**config.mk**
```make
export PLATFORM = sky130hd
export DESIGN_NAME = ps2_keyboard_seg
export DESIGN_NICKNAME = d
export VERILOG_FILES = /design/src/rtl/ps2_keyboard_seg.sv
export SDC_FILE = /design/constraint.sdc
export NUM_CORES = 1
export LEC_CHECK = 0
export CAP_MARGIN = 20
export CORE_MARGIN = 5
export CORE_UTILIZATION = 45
export CTS_BUF_LIST = sky130_fd_sc_hd__clkbuf_4 sky130_fd_sc_hd__clkbuf_8 sky130_fd_sc_hd__clkbuf_16
export DETAILED_ROUTE_END_ITERATION = 16
export GPL_TIMING_DRIVEN = 0
export PLACE_DENSITY = 0.63
export REMOVE_ABC_BUFFERS = 1
export SETUP_SLACK_MARGIN = 0.15
export SLEW_MARGIN = 15
export SYNTH_ARGS = -nofsm -noshare
export SYNTH_HDL_FRONTEND = slang
export SYNTH_SLANG_ARGS = --single-unit
export TNS_END_PERCENT = 30
```
**constraint.sdc**
```tcl
create_clock -name clk -period 6.1 [get_ports clk]
set_clock_uncertainty 0.15 [all_clocks]
set_input_delay 1.22 -clock clk [delete_from_list [all_inputs] [get_ports clk]]
set_output_delay 1.22 -clock clk [all_outputs]
set_load 0.01 [all_outputs]
```
**src/rtl/ps2_keyboard_seg.sv**
```systemverilog
// PS/2 keyboard receiver: deserialises scan-code frames, tracks make/break state
// and drives two active-low hex seven-segment digits for the held key.
module ps2_keyboard_seg #(
    parameter int unsigned TIMEOUT_CYCLES = 50000,
    parameter int unsigned SYNC_STAGES    = 3
) (
    input  logic       clk,
    input  logic       rst,
    input  logic       ps2_clk,
    input  logic       ps2_data,
    output logic [7:0] code,
    output logic       ready,
    output logic       frame_err,
    output logic [7:0] seg_lo,
    output logic [7:0] seg_hi
);

    localparam int unsigned TW        = $clog2(TIMEOUT_CYCLES + 1);
    localparam int unsigned FRAME_W   = 11;
    localparam logic [7:0]  BREAK_PFX = 8'hF0;
    localparam logic [7:0]  EXT_PFX   = 8'hE0;

    logic [SYNC_STAGES-1:0] clk_sync;
    logic [SYNC_STAGES-1:0] data_sync;
    logic                   clk_prev;
    logic [3:0]             bit_cnt;
    logic [FRAME_W-2:0]     shreg;
    logic [TW-1:0]          to_cnt;
    logic                   brk;

    logic                   clk_cur;
    logic                   data_cur;
    logic                   fall;
    logic [FRAME_W-1:0]     frame_c;
    logic                   frame_ok;
    logic [7:0]             frame_byte;
    logic                   timed_out;

    // Synchronised line values and falling-edge detect
    always_comb begin
        clk_cur    = clk_sync[SYNC_STAGES-1];
        data_cur   = data_sync[SYNC_STAGES-1];
        fall       = clk_prev & ~clk_cur;
        frame_c    = {data_cur, shreg};
        frame_byte = frame_c[8:1];
        frame_ok   = ~frame_c[0] & frame_c[10] & (^frame_c[9:1]);
        timed_out  = (to_cnt == TW'(TIMEOUT_CYCLES));
    end

    always_ff @(posedge clk) begin
        if (rst) begin
            clk_sync  <= '1;
            data_sync <= '1;
            clk_prev  <= 1'b1;
        end else begin
            clk_sync  <= {clk_sync[SYNC_STAGES-2:0], ps2_clk};
            data_sync <= {data_sync[SYNC_STAGES-2:0], ps2_data};
            clk_prev  <= clk_cur;
        end
    end

    // Frame deserialiser, timeout and make/break tracking
    always_ff @(posedge clk) begin
        if (rst) begin
            bit_cnt   <= 4'd0;
            shreg     <= '0;
            to_cnt    <= '0;
            brk       <= 1'b0;
            code      <= 8'h00;
            ready     <= 1'b0;
            frame_err <= 1'b0;
        end else begin
            frame_err <= 1'b0;
            if (fall) begin
                to_cnt <= '0;
                shreg  <= frame_c[FRAME_W-1:1];
                if (bit_cnt == 4'(FRAME_W - 1)) begin
                    bit_cnt <= 4'd0;
                    if (!frame_ok) begin
                        frame_err <= 1'b1;
                    end else if (frame_byte == BREAK_PFX) begin
                        brk <= 1'b1;
                    end else if (frame_byte == EXT_PFX) begin
                        brk <= brk;
                    end else if (brk) begin
                        brk   <= 1'b0;
                        ready <= 1'b0;
                    end else begin
                        code  <= frame_byte;
                        ready <= 1'b1;
                    end
                end else begin
                    bit_cnt <= bit_cnt + 4'd1;
                end
            end else if (bit_cnt != 4'd0) begin
                if (timed_out) begin
                    bit_cnt <= 4'd0;
                    to_cnt  <= '0;
                end else begin
                    to_cnt <= to_cnt + TW'(1);
                end
            end
        end
    end

    function automatic logic [7:0] hex_seg(input logic [3:0] n);
        logic [7:0] s;
        case (n)
            4'h0: s = 8'hC0;
            4'h1: s = 8'hF9;
            4'h2: s = 8'hA4;
            4'h3: s = 8'hB0;
            4'h4: s = 8'h99;
            4'h5: s = 8'h92;
            4'h6: s = 8'h82;
            4'h7: s = 8'hF8;
            4'h8: s = 8'h80;
            4'h9: s = 8'h90;
            4'hA: s = 8'h88;
            4'hB: s = 8'h83;
            4'hC: s = 8'hC6;
            4'hD: s = 8'hA1;
            4'hE: s = 8'h86;
            default: s = 8'h8E;
        endcase
        return s;
    endfunction

    // Digits blank whenever no key is held
    always_comb begin
        seg_lo = 8'hFF;
        seg_hi = 8'hFF;
        if (ready) begin
            seg_lo = hex_seg(code[3:0]);
            seg_hi = hex_seg(code[7:4]);
        end
    end

endmodule

```
==> impl_metrics.py, run 1 <==
metrics = {
    "outcome": {
        "status": "finished clean",
    },
    "final_layout": {
        "n_fill_cell": 630,
        "fin_area_um2": 3756,
        "nNetsFinal": 422,
        "layout-drive-gt1-share": 0.08728,
        "antennaDiodeCount": 0,
        "synthToLayoutAreaGrowth_pct": 17.04,
        "seqCellArea_um2": 1241,
        "multi_input_area_um2": 1808,
    },
    "worst_setup_path": {
        "path_cells": "inv_1 -> ha_1 -> o2111a_1 -> or4_4 -> nor3_4 -> mux2i_1 -> nor2_1 -> inv_1 -> ha_1 -> a221oi_1 -> o22ai_1",
        "crit_slowest_cell": "nor3_4",
        "cp-start-kind": "flop",
        "worstPathRequired_ns": 6.13,
        "setup.worst_path.class": "flop to flop",
        "cp_data_arrival_time_ns": 4.18,
        "cp.depth": 11,
        "cp_top_family": "simple AND/OR/NAND/NOR gates",
        "startpoint": "shreg[5]",
        "r2r_cells": 11,
        "worstPathBufferInverterCount": 2,
        "worst-path-max-fanout": 27,
        "r2r_slack_ns": 1.95,
        "r2r_start": "shreg[5]",
        "max_stage_delay_ns": 0.78,
        "crit_path_end_kind": "flop",
    },
    "sta": {
        "final_hold_viol_count": 0,
        "finalSetupTns_ns": 0,
        "timing.final.crit_share": 0.6810,
        "setup_violations": 0,
        "slew_violations": 0,
        "relSlewSlack": 0.3306,
        "max_freq_mhz": 240.7,
        "rsz0062_at_grt": "no",
        "min_period_ns": 4.154,
        "tightestPinTransition_ns": 1.001,
    },
    "routing": {
        "vias_per_cell": 5.097,
        "wl_um": 6204,
        "first_iter_violations": 91,
        "drc": 0,
        "dr_total_vias": 2533,
        "wire_per_inst_um": 12.48,
        "drt-pass1-iter-count": 4,
        "final_antenna_net_count": 0,
    },
    "yosys": {
        "avgSynthCellArea_um2": 8.604,
        "synthArstFlopShare": 0,
        "ys_seq_area_frac": 0.3867,
        "syn_inst": 373,
        "synth_top_area_frac": 0.3867,
        "synthAdderAreaFrac": 0.08577,
        "synth_cell_type_count": 55,
        "synth_area_um2": 3209,
        "synth_top_cell_by_area": "dfxtp_1",
        "synth.yosys.warnings": 0,
        "synth_top_family_by_area": "simple AND/OR/NAND/NOR gates",
        "synth_ff_type": "dfxtp_1",
        "synthSimpleGateAreaFrac": 0.2507,
        "synthMuxAreaShare": 0.04834,
        "synthTopCellsByCount": "62 x dfxtp_1, 43 x nor2_1, 35 x nand2_1, 23 x inv_1, 22 x ha_1",
        "synth_area_leaders": "dfxtp_1 39%, ha_1 8.6%, nor2_1 5.0%",
        "synth-xor-area-share": 0.06121,
        "yosysMostFrequentCell": "dfxtp_1",
        "synth_edf_count": 0,
        "synth_compound_area_frac": 0.1150,
        "yosys_register_bits": 62,
    },
    "clock_tree": {
        "cts_sinks": 62,
        "path_clk_slew_ns": 0.07,
        "cts_tree": "yes",
        "tritoncts.num_buffers": 9,
        "htreeDepth": 3,
        "postCtsHoldBufs": 0,
        "clkLatencyLatePin_ns": 0.35,
        "cts_setup_buffers": 0,
        "cts_resized": 0,
        "root_buffer": "clkbuf_8",
        "clk_path_buf_depth": 2,
    },
    "hold_path": {
        "min_path_cells": 1,
        "min-delay-path-class": "flop to flop",
    },
    "floorplan": {
        "core_area_um2": 6869,
        "die_area_um2": 8921,
        "io_pins": 30,
        "row_count": 30,
        "die_h_um": 94.45,
        "fp.dieW_um": 94.45,
        "start_util": 0.4672,
    },
    "global_routing": {
        "overflow": 0,
        "grt_pass1_wl_um": 10990,
        "grt_max_degree": 30,
        "grt_pass1_vias": 2397,
        "grt_antenna_before_repair": 0,
        "grt_usage": 0.1545,
    },
    "place": {
        "dp.final_hpwl_um": 4408,
        "gp_congestion": 0.7968,
        "portBuffers": 27,
        "postPlaceCellArea_um2": 3552,
    },
    "flow_run": {
        "max_cap_viol_count": 0,
    },
    "pwr": {
        "peakVddDrop_mv": 0.1380,
        "power_density_nw_per_um2": 213.2,
        "p_leak_nw": 1.334,
    },
}
[per-stage QoR]
step | setup WS, ns | power [mW] | hold slack (ns) | utilization | cells
after floorplan | 2.553 | 0.4281 | 0.2395 | - | 357
after detailed placement | 1.975 | 0.4394 | 0.2441 | 0.5171 | 481
final | 1.946 | 0.8008 | 0.2587 | 0.5468 | 497
after global routing | 1.679 | 0.8360 | 0.2802 | 0.5468 | 497
after global placement | 1.777 | 0.4372 | 0.2417 | 0.5138 | 480
after CTS | 1.958 | 0.8102 | 0.2606 | 0.5468 | 497
[worst min path at each step]
stage / endpoint / slack [ns] / from
floorplan: clk_sync[1] / 0.24 / clk_sync[0]
global placement: clk_sync[2] / 0.24 / clk_sync[1]
detailed placement: clk_sync[2] / 0.24 / clk_sync[1]
CTS: clk_sync[2] / 0.26 / clk_sync[1]
global route: clk_sync[2] / 0.28 / clk_sync[1]
finish: clk_sync[2] / 0.26 / clk_sync[1]
[cells by family after synthesis]
group	count (synthesis)
and+or+nand+nor	158
buffers and inverters	41
xor gates and xnor gates	20
muxes	15
other	1
DFF	62
adders and majority gates	22
AOI/OAI and AO/OA	54
[report_power, final]
group          switching [mW]  internal [mW]  total, mW
sequential            0.00129          0.407      0.408
combinational          0.0137        0.00779     0.0215
clock                   0.167          0.204      0.371
[layer usage]
metal,GRT usage,vias to the layer above,part of all wire
met5,0,-,0
met1,0.2002,1180,0.49
li1,-,1311,-
met3,0.04781,7,0.043
met4,0.05769,0,0.0095
met2,0.2411,35,0.45
[worst reg2reg max path, cell delays in order, from the launching register on]
cell and delay (ns):
dfxtp_1 0.45, inv_1 0.10, ha_1 0.22, o2111a_1 0.27
or4_4 0.55, nor3_4 0.78, mux2i_1 0.31, nor2_1 0.30
inv_1 0.13, ha_1 0.28, a221oi_1 0.31, o22ai_1 0.15
[cells in the final DEF (no fill, tap or decap), types with 4 or more instances in the layout]
| cell type | synthesis | routed |
|---|---|---|
| dfxtp_1 | 62 | 62 |
| nor2_1 | 43 | 43 |
| nand2_1 | 35 | 35 |
| clkdlybuf4s50_1 | 0 | 26 |
| inv_1 | 23 | 23 |
| ha_1 | 22 | 22 |
| nand2b_1 | 19 | 19 |
| a21oi_1 | 19 | 19 |
| mux2i_1 | 13 | 13 |
| xor2_1 | 12 | 12 |
| nand3_1 | 10 | 10 |
| clkbuf_8 | 0 | 10 |
| nor3_1 | 9 | 9 |
| nand4_1 | 8 | 8 |
| or2_2 | 8 | 8 |
| o21ai_0 | 6 | 6 |
| xnor2_1 | 6 | 6 |
| o22ai_1 | 5 | 5 |
| nor2b_1 | 4 | 4 |
| and3_1 | 4 | 4 |
[cell type report]
cell class	count	share of cell area
clock buffers	11	0.03864
clock inverters	5	0.01566
inverters	24	0.02398
multi-input cells	271	0.4813
flip-flops and latches	62	0.3304
well taps	96	0.03198
repair buffers	28	0.07795
No activity file was read; power rests on OpenSTA's default activity.
==> run 2: changes to the inputs <==
Settings changed: PLACE_DENSITY 0.63 to 0.66.
Clock period 6.1 ns to 3.75 ns, I/O delays scaled along.
==> run 2 against run 1 <==
Net effect:
- sequential cell count unchanged
- largest power group is now the clock network
- cell count up 0.80%
- first-iteration DRC count up 85%
- die area unchanged
- total power up 74%
- non-clock buffer count up 3
- largest cell class unchanged
- critical path type unchanged
- worst setup slack worse by 1.7 ns
==> impl_metrics.py, run 2 (synthesis results as in run 1) <==
metrics = {
    "sta": {
        "final_hold_viol_count": 0,
        "slew_violations": 0,
        "timing.final.crit_share": 0.9216,
        "setup_violations": 0,
        "max_freq_mhz": 289.4,
        "relSlewSlack": 0.4099,
        "finalSetupTns_ns": 0,
        "tightestPinTransition_ns": 0.8803,
        "min_period_ns": 3.456,
        "rsz0062_at_grt": "yes",
        "fin_hold_ws_ns": 0.2572,
    },
    "floorplan": {
        "row_count": 30,
        "start_util": 0.4672,
        "io_pins": 30,
        "die_h_um": 94.45,
        "fp.dieW_um": 94.45,
        "core_area_um2": 6869,
        "die_area_um2": 8921,
    },
    "clock_tree": {
        "postCtsHoldBufs": 0,
        "path_clk_slew_ns": 0.06,
        "clkLatencyLatePin_ns": 0.34,
        "cts_tree": "yes",
        "root_buffer": "clkbuf_8",
        "clk_path_buf_depth": 2,
        "cts_sinks": 62,
        "tritoncts.num_buffers": 9,
        "htreeDepth": 3,
    },
    "place": {
        "portBuffers": 27,
        "dp.final_hpwl_um": 4537,
        "gp_congestion": 0.8553,
        "dp.cells": 481,
    },
    "worst_setup_path": {
        "worstPathRequired_ns": 3.84,
        "crit_slowest_cell": "or4_4",
        "cp-start-kind": "flop",
        "max_stage_delay_ns": 0.57,
        "setup.worst_path.class": "flop to flop",
        "crit_path_end_kind": "flop",
        "cp_data_arrival_time_ns": 3.54,
        "worst-path-max-fanout": 6,
        "path_cells": "inv_1 -> ha_1 -> o2111a_1 -> or4_4 -> nor3_4 -> buf_4 -> mux2i_1 -> nor2_1 -> inv_1 -> ha_1 -> a2111o_1 -> o221a_2",
    },
    "final_layout": {
        "layout_common_cells": "60 x dfxtp_1, 43 x nor2_1, 35 x nand2_1, 26 x clkdlybuf4s50_1, 23 x inv_1",
        "stdcell_count": 501,
        "nNetsFinal": 426,
        "synthToLayoutAreaGrowth_pct": 19.77,
        "final_common_cell": "dfxtp_1",
        "n_fill_cell": 651,
        "antennaDiodeCount": 0,
        "post-route-util": 0.5596,
        "layout-drive-gt1-share": 0.1037,
    },
    "hold_path": {
        "min-delay-path-class": "flop to flop",
    },
    "flow_run": {
        "max_cap_viol_count": 0,
    },
    "global_routing": {
        "grt_pass1_vias": 2418,
        "grt_antenna_before_repair": 0,
        "overflow": 0,
        "grt_usage": 0.1647,
        "grt_pass1_wl_um": 11480,
        "grt_max_degree": 28,
    },
    "routing": {
        "drc": 0,
        "vias_per_cell": 5.188,
        "dr_total_vias": 2599,
        "first_iter_violations": 168,
        "drt-pass1-iter-count": 4,
        "wire_per_inst_um": 13.29,
        "wl_um": 6660,
        "final_antenna_net_count": 0,
    },
    "pwr": {
        "peakVddDrop_mv": 0.2399,
        "p_leak_nw": 1.381,
        "power_mw": 1.391,
        "power_density_nw_per_um2": 361.8,
    },
    "outcome": {
        "status": "finished clean",
    },
}
-- run 2: cell types whose count changed in the layout (fill, tap and decap cells not counted), sizes merged --
| cell | previous run | this run |
|---|---|---|
| clkinv | 2 | 1 |
| buf | 2 | 5 |
| bufinv | 1 | 2 |
| clkbuf | 11 | 13 |
| nor3 | 10 | 11 |
| clkinvlp | 2 | 0 |
-- run 2: timing repair --
item | CTS | global route
setup buffers | 3 | 0
gates resized for setup | 0 | 4
endpoints found under the hold margin | 0 | 0
cloned | 1 | 0
pin swaps | 1 | 0
endpoints found under the setup margin | 14 | 8
-- run 2: path summary, 6_finish.rpt --
kind | startpoint | to | slack [ns] | cells after the start
max | shreg[5] | flop | 0.29 | 12
min reg2reg | data_sync[0] | data_sync[1] | 0.26 | 1
max reg2reg | shreg[5] | flop | 0.29 | 12
min | data_sync[0] | data_sync[1] | 0.26 | 1
-- run 2: layout make-up --
type	instances	area, um2	share of cell area
Inverter	24	90.09	0.02344
Timing Repair Buffer	31	315.3	0.08203
Multi-Input combinational cell	272	1837	0.4779
Clock buffer	13	172.7	0.04492
Tap cell	96	120.1	0.03125
Clock inverter	3	65.06	0.01693
Sequential cell	62	1244	0.3236
-- run 2: stage by stage --
stage               area (um2)  worst slack (ns)
CTS                       3822            0.2272
floorplan                 3139            0.2029
detailed placement        3552           -0.4154
global route              3844            0.1070
finish                    3844            0.2940
global placement          3530           -0.4565
-- run 2: report_power, final --
part | total, mW | leakage [nW] | internal, mW | switching [mW]
clock | 0.690 | 0.123 | 0.435 | 0.255
combinational | 0.0357 | 0.756 | 0.0127 | 0.0230
sequential | 0.665 | 0.502 | 0.663 | 0.00217
-- run 2: worst max-delay path: cells and delay by family, from the launching register on --
| family | cells | cell delay [ns] |
|---|---|---|
| compound gates | 3 | 0.69 |
| buf+inv | 3 | 0.40 |
| flops | 1 | 0.40 |
| simple gates | 3 | 1.12 |
| fa+ha+maj | 2 | 0.49 |
| mux | 1 | 0.09 |
-- run 2: per-layer routing --
metal / track usage / up-vias / part of all wire
met1: 0.2223 / 1196 / 0.49
li1: - / 1328 / -
met2: 0.2417 / 63 / 0.44
met5: 0 / - / 0
met4: 0.07813 / 0 / 0.022
met3: 0.04622 / 12 / 0.053
==> run 3: changes to the inputs <==
Settings changed: SLEW_MARGIN 15 to 20.
==> results of run 3 <==
Final layout, timing and power as in run 2 (identical DEF).
